### src/rtl/kyber_pkg.sv
// kyber_pkg: shared Kyber constants, decoder FSM states and byte-count helper.
package kyber_pkg;
    localparam int KYBER_Q = 3329;
    localparam int KYBER_N = 256;
    localparam int DU = 10;
    localparam int DV = 4;
    typedef enum logic [1:0] {IDLE, RUN, DRAIN} state_t;
    function automatic int decompress_bytes(input int d, input int n = KYBER_N);
        return n * d / 8;
    endfunction
endpackage

### src/rtl/poly_decompress_core.sv
// poly_decompress_core: maps a D-bit compressed value x to round(x*Q/2^D), ties rounding up.
module poly_decompress_core
    import kyber_pkg::*;
#(
    parameter int D = 10,
    parameter int Q = KYBER_Q,
    parameter int COEF_W = 12
) (
    input  logic [D-1:0]      x,
    output logic [COEF_W-1:0] coef
);
    localparam int PW = D + 12;
    logic [PW-1:0] prod;
    assign prod = PW'(x) * PW'(Q) + (PW'(1) << (D - 1));
    assign coef = COEF_W'(prod >> D);
endmodule

### src/rtl/poly_decompress_stream.sv
// poly_decompress_stream: unpacks N LSB-first D-bit coefficients from a byte stream and decompresses them.
// Defining POLY_DECOMP_RAW_EN adds out_raw, the compressed value registered alongside out_coef.
module poly_decompress_stream
    import kyber_pkg::*;
#(
    parameter int D = 10,
    parameter int Q = KYBER_Q,
    parameter int N = KYBER_N,
    parameter int COEF_W = 12,
    parameter int BUF_W = 24
) (
    input  logic              clk,
    input  logic              rst,
    input  logic              start,
    input  logic [7:0]        in_data,
    input  logic              in_valid,
    output logic              in_ready,
    output logic [COEF_W-1:0] out_coef,
    output logic              out_valid,
    input  logic              out_ready,
    output logic [7:0]        out_idx,
    output logic              busy,
    output logic              done
`ifdef POLY_DECOMP_RAW_EN
    ,
    output logic [D-1:0]      out_raw
`endif
);
    localparam int NB = decompress_bytes(D, N);
    localparam int BCW = $clog2(BUF_W + 1);
    localparam int CW = $clog2(NB + 1);
    localparam int KW = $clog2(N + 1);
    state_t state;
    logic [BUF_W-1:0] acc_buf, buf_n;
    logic [BCW-1:0] bitcnt, bitcnt_n, pos;
    logic [CW-1:0] bytecnt;
    logic [KW-1:0] coefcnt;
    logic acc, ext, fin;
    logic [COEF_W-1:0] coef;
    assign busy = state != IDLE;
    assign in_ready = state == RUN && bytecnt < CW'(NB) && bitcnt <= BCW'(BUF_W - 8);
    assign acc = in_valid && in_ready;
    assign ext = busy && bitcnt >= BCW'(D) && coefcnt < KW'(N) && (!out_valid || out_ready);
    assign fin = state == DRAIN && coefcnt == KW'(N) && out_valid && out_ready;
    // the new byte lands just above whatever survives this cycle's extraction
    assign pos = bitcnt - (ext ? BCW'(D) : '0);
    assign bitcnt_n = pos + (acc ? BCW'(8) : '0);
    assign buf_n = (ext ? acc_buf >> D : acc_buf) | (acc ? BUF_W'(in_data) << pos : '0);
    poly_decompress_core #(.D(D), .Q(Q), .COEF_W(COEF_W)) u_core (
        .x(acc_buf[D-1:0]),
        .coef(coef)
    );
    always_ff @(posedge clk or posedge rst) begin
        if (rst) begin
            state <= IDLE;
            acc_buf <= '0;
            bitcnt <= '0;
            bytecnt <= '0;
            coefcnt <= '0;
            out_valid <= 1'b0;
            out_coef <= '0;
            out_idx <= '0;
            done <= 1'b0;
`ifdef POLY_DECOMP_RAW_EN
            out_raw <= '0;
`endif
        end else begin
            done <= fin;
            if (state == IDLE) begin
                acc_buf <= '0;
                bitcnt <= '0;
                bytecnt <= '0;
                coefcnt <= '0;
                if (start) state <= RUN;
            end else begin
                acc_buf <= buf_n;
                bitcnt <= bitcnt_n;
                if (acc) bytecnt <= bytecnt + 1'b1;
                if (ext) coefcnt <= coefcnt + 1'b1;
                if (state == RUN && acc && bytecnt == CW'(NB - 1)) state <= DRAIN;
                if (fin) state <= IDLE;
            end
            if (ext) begin
                out_valid <= 1'b1;
                out_coef <= coef;
                out_idx <= 8'(coefcnt);
`ifdef POLY_DECOMP_RAW_EN
                out_raw <= acc_buf[D-1:0];
`endif
            end else if (out_ready) begin
                out_valid <= 1'b0;
            end
        end
    end
    // every legal D packs N coefficients into whole bytes, so nothing may be left over
    assert property (@(posedge clk) disable iff (rst) fin |-> bitcnt == '0);
endmodule

### config.mk
export PLATFORM = sky130hd
export DESIGN_NAME = poly_decompress_stream
export DESIGN_NICKNAME = d
export VERILOG_FILES = /design/src/rtl/kyber_pkg.sv /design/src/rtl/poly_decompress_core.sv /design/src/rtl/poly_decompress_stream.sv
export SDC_FILE = /design/constraint.sdc
export NUM_CORES = 1
export LEC_CHECK = 0
export CAP_MARGIN = 20
export CORE_MARGIN = 2
export CORE_UTILIZATION = 47
export DETAILED_ROUTE_END_ITERATION = 7
export PLACE_DENSITY_LB_ADDON = 0.15
export SETUP_SLACK_MARGIN = 0.4
export SYNTH_ARGS = -nofsm -noshare
export SYNTH_HDL_FRONTEND = slang
export SYNTH_SLANG_ARGS = --single-unit
export TNS_END_PERCENT = 1
### constraint.sdc
create_clock -name clk -period 7.4 [get_ports clk]
set_input_delay 1.11 -clock clk [delete_from_list [all_inputs] [get_ports clk]]
set_output_delay 1.11 -clock clk [all_outputs]
set_load 0.01 [all_outputs]
---- Word level (Yosys, flattened, before mapping) ----
Index checks and enable logic that the tools add are counted.
word-level totals
  register bits after elaboration ......... 71
  input port bits ......................... 13
  output and inout port bits .............. 24
  word-level logic and storage cells ...... 62
operators by class
  add/sub/neg operators ................... 5
  $mul .................................... 1
  order comparisons ....................... 4
  equal/unequal tests ..................... 5
  shifts and indexed selects .............. 1
  mux-type cells .......................... 16
  bitwise operators ....................... 1
  reduce and logical (&&, ||, !) cells .... 20
operators with widths
  operator                  number
  $mux W24                  3
  $mux W9                   4
  $or A24 B24 Y24           1
  $shl A8 B5 Y24            1
  $add A22 B10 Y22 const B  1
  $mul A10 B12 Y22 const B  1
  $add A9 B1 Y9 const B     2
  $eq A9 B9 Y1 const B      2
  $lt A9 B9 Y1 const B      2
  $logic_and A1 B1 Y1       11
  $mux W2                   4
  $mux W4                   2
  $reduce_bool A2 Y1        4
  $add A5 B4 Y5             1
  $ge A5 B4 Y1 const B      1
  $le A5 B5 Y1 const B      1
  $mux W5                   1
  $sub A5 B4 Y5             1
  $reduce_bool A3 Y1        1
  $eq A2 B1 Y1 const B      1
  $eq A2 B2 Y1 const B      1
  $logic_not A2 Y1          1
  $mux W1                   2
  $ne A2 B2 Y1 const B      1
  3 further kinds           3

---- Logic depth before layout (Yosys ltp) ----
  depth in word-level cells ............... 10
  depth in mapped cells ................... 15
  gate-level depth less buffers ........... 15

---- Hierarchy ----
A second synthesis with hierarchy kept.
second synthesis, totals
  cells, all modules ...................... 505
  area total of the unflattened synthesis .. 4,773.3 um^2
by module, submodules not included
  module                  times used  cells each  area each (um^2)  seq. area each (um^2)
  poly_decompress_stream  1           378         3,553.4           1,751.7
  poly_decompress_core    1           127         1,219.9           0.0

---- Worst setup path before layout ----
No wires, ideal clock.
  path type ............................... register -> register
  start point ............................. register acc_buf[5]
  end point ............................... register out_coef[11]
  setup time .............................. 0.126 ns
  arrival time ............................ 3.200 ns
  data required time ...................... 7.274 ns
  slack ................................... 4.074 ns
  stages on the path, launching flop included .. 14
  buffers on the path ..................... 0
  clock period less this slack ............ 3.326 ns
  path through ............................ dfrtp_1 ha_1 ha_1 inv_1 fa_1 inv_1 ha_1 ha_1 ha_1 nand4_1 nor2_1 a221oi_1 xnor2_1 o21ai_0
between the ends
  longest elaborated chain between the ends .. 2
ends and longest elaborated chain
  what                    line                          RTL
  from (decl)             poly_decompress_stream.sv:34  logic [BUF_W-1:0] acc_buf, buf_n;
  from (signal assigned)  poly_decompress_stream.sv:76  acc_buf <= buf_n;
  $mul A10 B12 Y22        poly_decompress_core.sv:14    assign prod = PW'(x) * PW'(Q) + (PW'(1) << (D - 1));
  $add A22 B10 Y22        poly_decompress_core.sv:14
  to (signal assigned)    poly_decompress_stream.sv:85  out_coef <= coef;
  to (decl)               poly_decompress_stream.sv:18  output logic [COEF_W-1:0] out_coef,
No other way between the ends.
A chain may end at the register's enable or synchronous reset.

---- Worst setup path after layout ----
  start point ............................. input out_ready
  end point ............................... register acc_buf[8]
between the ends
  longest elaborated chain between the ends .. 8
  elaborated cells on any way between the ends .. 9
  classes of those cells .................. add/sub: 1; shift: 1; mux: 4; bitwise: 1; reduce/logical: 2
ends and longest elaborated chain
  what                     line                          RTL
  from (decl)              poly_decompress_stream.sv:20  input logic out_ready,
  $logic_or A1 B1 Y1 (*)   poly_decompress_stream.sv:43  assign ext = busy && bitcnt >= BCW'(D) && coefcnt < KW'(N) && (!out_valid || out_ready);
  $logic_and A1 B1 Y1 (*)  poly_decompress_stream.sv:43
  $mux W4                  poly_decompress_stream.sv:46  assign pos = bitcnt - (ext ? BCW'(D) : '0);
  $sub A5 B4 Y5            poly_decompress_stream.sv:46
  $shl A8 B5 Y24           poly_decompress_stream.sv:48  assign buf_n = (ext ? acc_buf >> D : acc_buf) | (acc ? BUF_W'(in_data) << pos : '0);
  $mux W24                 poly_decompress_stream.sv:48
  $or A24 B24 Y24 (*)      poly_decompress_stream.sv:48
  $mux W24 (*)             poly_decompress_stream.sv:69  if (state == IDLE) begin
Mark *: on every way between the ends. The rest lies on a longest branch, timed or not.

==> impl_metrics.toml <==
[run_status]
outcome = "finished clean"

[critical_path]
reg2reg_depth = 13
cp_max_fo = 30
startpoint_type = "input pin"
crit_path_end_kind = "register"
path_cells = "clkdlybuf4s50_1 -> nand2b_1 -> o2111ai_4 -> inv_2 -> ha_1 -> xnor2_1 -> mux2_2 -> mux2i_1 -> nand3_1 -> a31oi_1"
regToRegSetupSlack_ps = 3740
cpMaxStageDelayCell = "xnor2_1"
r2r_start = "acc_buf[9]"
critPathKind = "input pin to register"
cp.arrival_ps = 4080
worstPathRequired_ps = 7670
cpPeakStageDelay_ps = 800
worstReg2RegEnd = "out_coef[11]"

[cts]
cts_tree = "done"
insertion_delay_ps = 340
ctsResizeCount = 0
h-tree-depth = 3
numClockSinks = 70
cts_inserted_buffers = 9
path_clk_slew_ps = 80
root_buffer = "clkbuf_8"
ctsHoldBuffers = 0
post_cts_buffers = 0
cts_buffer_depth = 2

[placed_design]
io_buffers = 36
dpl-instance-area_um2 = 5235
dp_hpwl_um = 6828
place.gp.congestion = 0.8776
dp_slack_ps = 3260
dp.cells = 664

[synthesis]
synth_nets = 594
synth_area_leaders = "dfrtp_1 36%, ha_1 16%, nand2_1 6.5%, nor2_1 3.2%, inv_1 3.0%"
synthArstFlopShare_pct = 100.0
synth_area_per_cell_um2 = 9.407
synth_most_common_cell = "nand2_1"
synth_area_um2 = 4826
seq_area_frac_synth_pct = 36.30
synth-edff-count = 0
yosys_warnings = 0
synth.distinct_cells = 60
synth_top_area_share_pct = 36.30
synth_common_cells = "83 x nand2_1, 70 x dfrtp_1, 61 x ha_1, 41 x nor2_1, 38 x inv_1"
synth_cells = 513
yosysTopAreaCell = "dfrtp_1"
synth_ff_type = "dfrtp_1"
synth-seq-cells = 70

[final_layout]
antenna_cells = 0
fin_area_um2 = 5431
utilization_pct = 55.06
final_layout_size_suffix_gt1_share_pct = 7.875
layout.cells.non_filler = 679
layout.nets = 623
area_growth_pct = 12.55

[global_route]
antenna_found_initial = 0
first_global_vias = 3529
grt_max_degree = 71
grt_overflow = 0
grt_usage_pct = 18.02
grt_pass1_wl_um = 16350

[worst_hold_path]
hold_path_end = "out_coef[5]"
min-delay-path-class = "register to register"
holdPathStages = 2
hp-start = "out_coef[5]"

[power_and_ir_drop]
power_frac_comb_pct = 2.9
power.share.clock_pct = 43.6
powerDensity_nw_per_um2 = 131.6
leakagePower_uw = 0.002632
ir_worst_vdd_mv = 0.07332
switching_share_pct = 22.48
pwr-share-seq_pct = 53.5
p_int_uw = 554.2
p_sw_uw = 160.7

[detailed_routing]
ant_nets = 0
drc = 0
viasPerCell = 5.306
first_pass_iters = 4
vias = 3603
drt_iter0_drc = 137
wl_per_cell_um = 13.72
routed_wl_um = 9317

[sta]
fmax_mhz = 262.0
setup_viol = 0
rsz0062_at_grt = "false"
fin_setup_tns_ps = 0
fin_crit_ps = 3817
fin_crit_sh_pct = 51.58
drv_slew = 0
tightestPinTransition_ps = 988.4
fin_ws_ps = 3583
slew_headroom_pct = 33.64
hold_viol_final = 0
finClkSkew_ps = 3.887

[floorplanning]
die_h_um = 105.3
coreArea_um2 = 9864
dieArea_um2 = 11090
start_util_pct = 48.92
boundaryPins = 37
die_w_um = 105.3
std_cell_rows = 36

[flow_run]
cap_violations = 0
==> flip-flops by register name, summed over array words and instances, names as in the netlist <==
register	cells
acc_buf	24
bitcnt	4
bytecnt	9
coefcnt	9
done	1
out_coef	12
out_idx	8
out_valid	1
state	2
==> placed cells by master (no fill, tap or decap), types with 4 or more instances in the layout <==
cell and count:
nand2_1 83, dfrtp_1 70, ha_1 61, nor2_1 40
inv_1 37, clkdlybuf4s50_1 36, o21ai_0 17, xor2_1 15
a21oi_1 15, a31oi_1 15, nand4_1 12, xnor2_1 11
mux2i_1 10, and3_1 10, nand3_1 10, clkbuf_8 10
fa_1 7, o211ai_1 6, nor3_1 6, a221o_1 6
and2_1 5, nand2b_1 5, mux2_2 4
==> metal layers <==
metal	wire (um)	share of wire (%)	track usage, %	up-vias
met3	356	3.8	3.278	10
li1	-	-	-	1837
met5	0	0	0	-
met2	4259	46	29.63	69
met4	103	1.1	5.524	0
met1	4597	49	24.15	1687
==> final cells by class <==
cell class / instances / area [um2]
fillers: 917 / 4433
flip-flops and latches: 70 / 1752
multi-input cells: 382 / 2784
well taps: 133 / 166.4
clock inverters: 5 / 58.81
inverters: 40 / 150.1
clock buffers: 10 / 137.6
repair buffers: 39 / 382.9
==> kinds of logic (layout without fill, tap and decap cells) <==
kind of cell | count (synthesis) | in the layout | synth area share (%)
compound gates | 82 | 82 | 11.82
xor+xnor | 28 | 28 | 5.393
fa+ha+maj | 68 | 68 | 18.72
buf+inv | 61 | 94 | 6.067
flops | 70 | 70 | 36.30
mux | 14 | 14 | 3.008
simple gates | 190 | 190 | 18.69
==> worst max-delay path by stage <==
stage                          start            to  slack [ps]  depth (start not counted)
after global placement     out_ready    acc_buf[8]        3330                         10
after floorplan           acc_buf[5]  out_coef[11]        4070                         13
after global routing       out_ready    acc_buf[8]        3370                         10
after detailed placement   out_ready    acc_buf[8]        3260                         10
final                      out_ready    acc_buf[8]        3580                         10
after CTS                  out_ready    acc_buf[8]        3620                         10
==> metrics by stage <==
step / hold WS [ps] / power, uW
floorplan: 477.4 / 400.1
global placement: 460.4 / 411.3
detailed placement: 468.1 / 411.2
CTS: 485.9 / 726.2
global route: 502.3 / 741.9
finish: 477.5 / 714.9
==> power by group through the flow <==
stage               Sequential (uW)  Combinational [uW]  Clock (uW)
floorplan                       390                10.3           0
detailed placement              390                21.5           0
finish                          382                20.9         312
CTS                             382                21.5         323
global route                    382                23.4         336
global placement                390                21.5           0
==> worst max-delay path, delay by kind of cell <==
family	cells	cell delay, ps
AO/OA/AOI/OAI	2	270
buffers and inverters	2	680
adder cells (fa/ha/maj)	1	340
multiplexers	2	560
AND/OR/NAND/NOR	2	310
XOR/XNOR	1	800
Note: power is estimated with default switching activity, not from simulation.
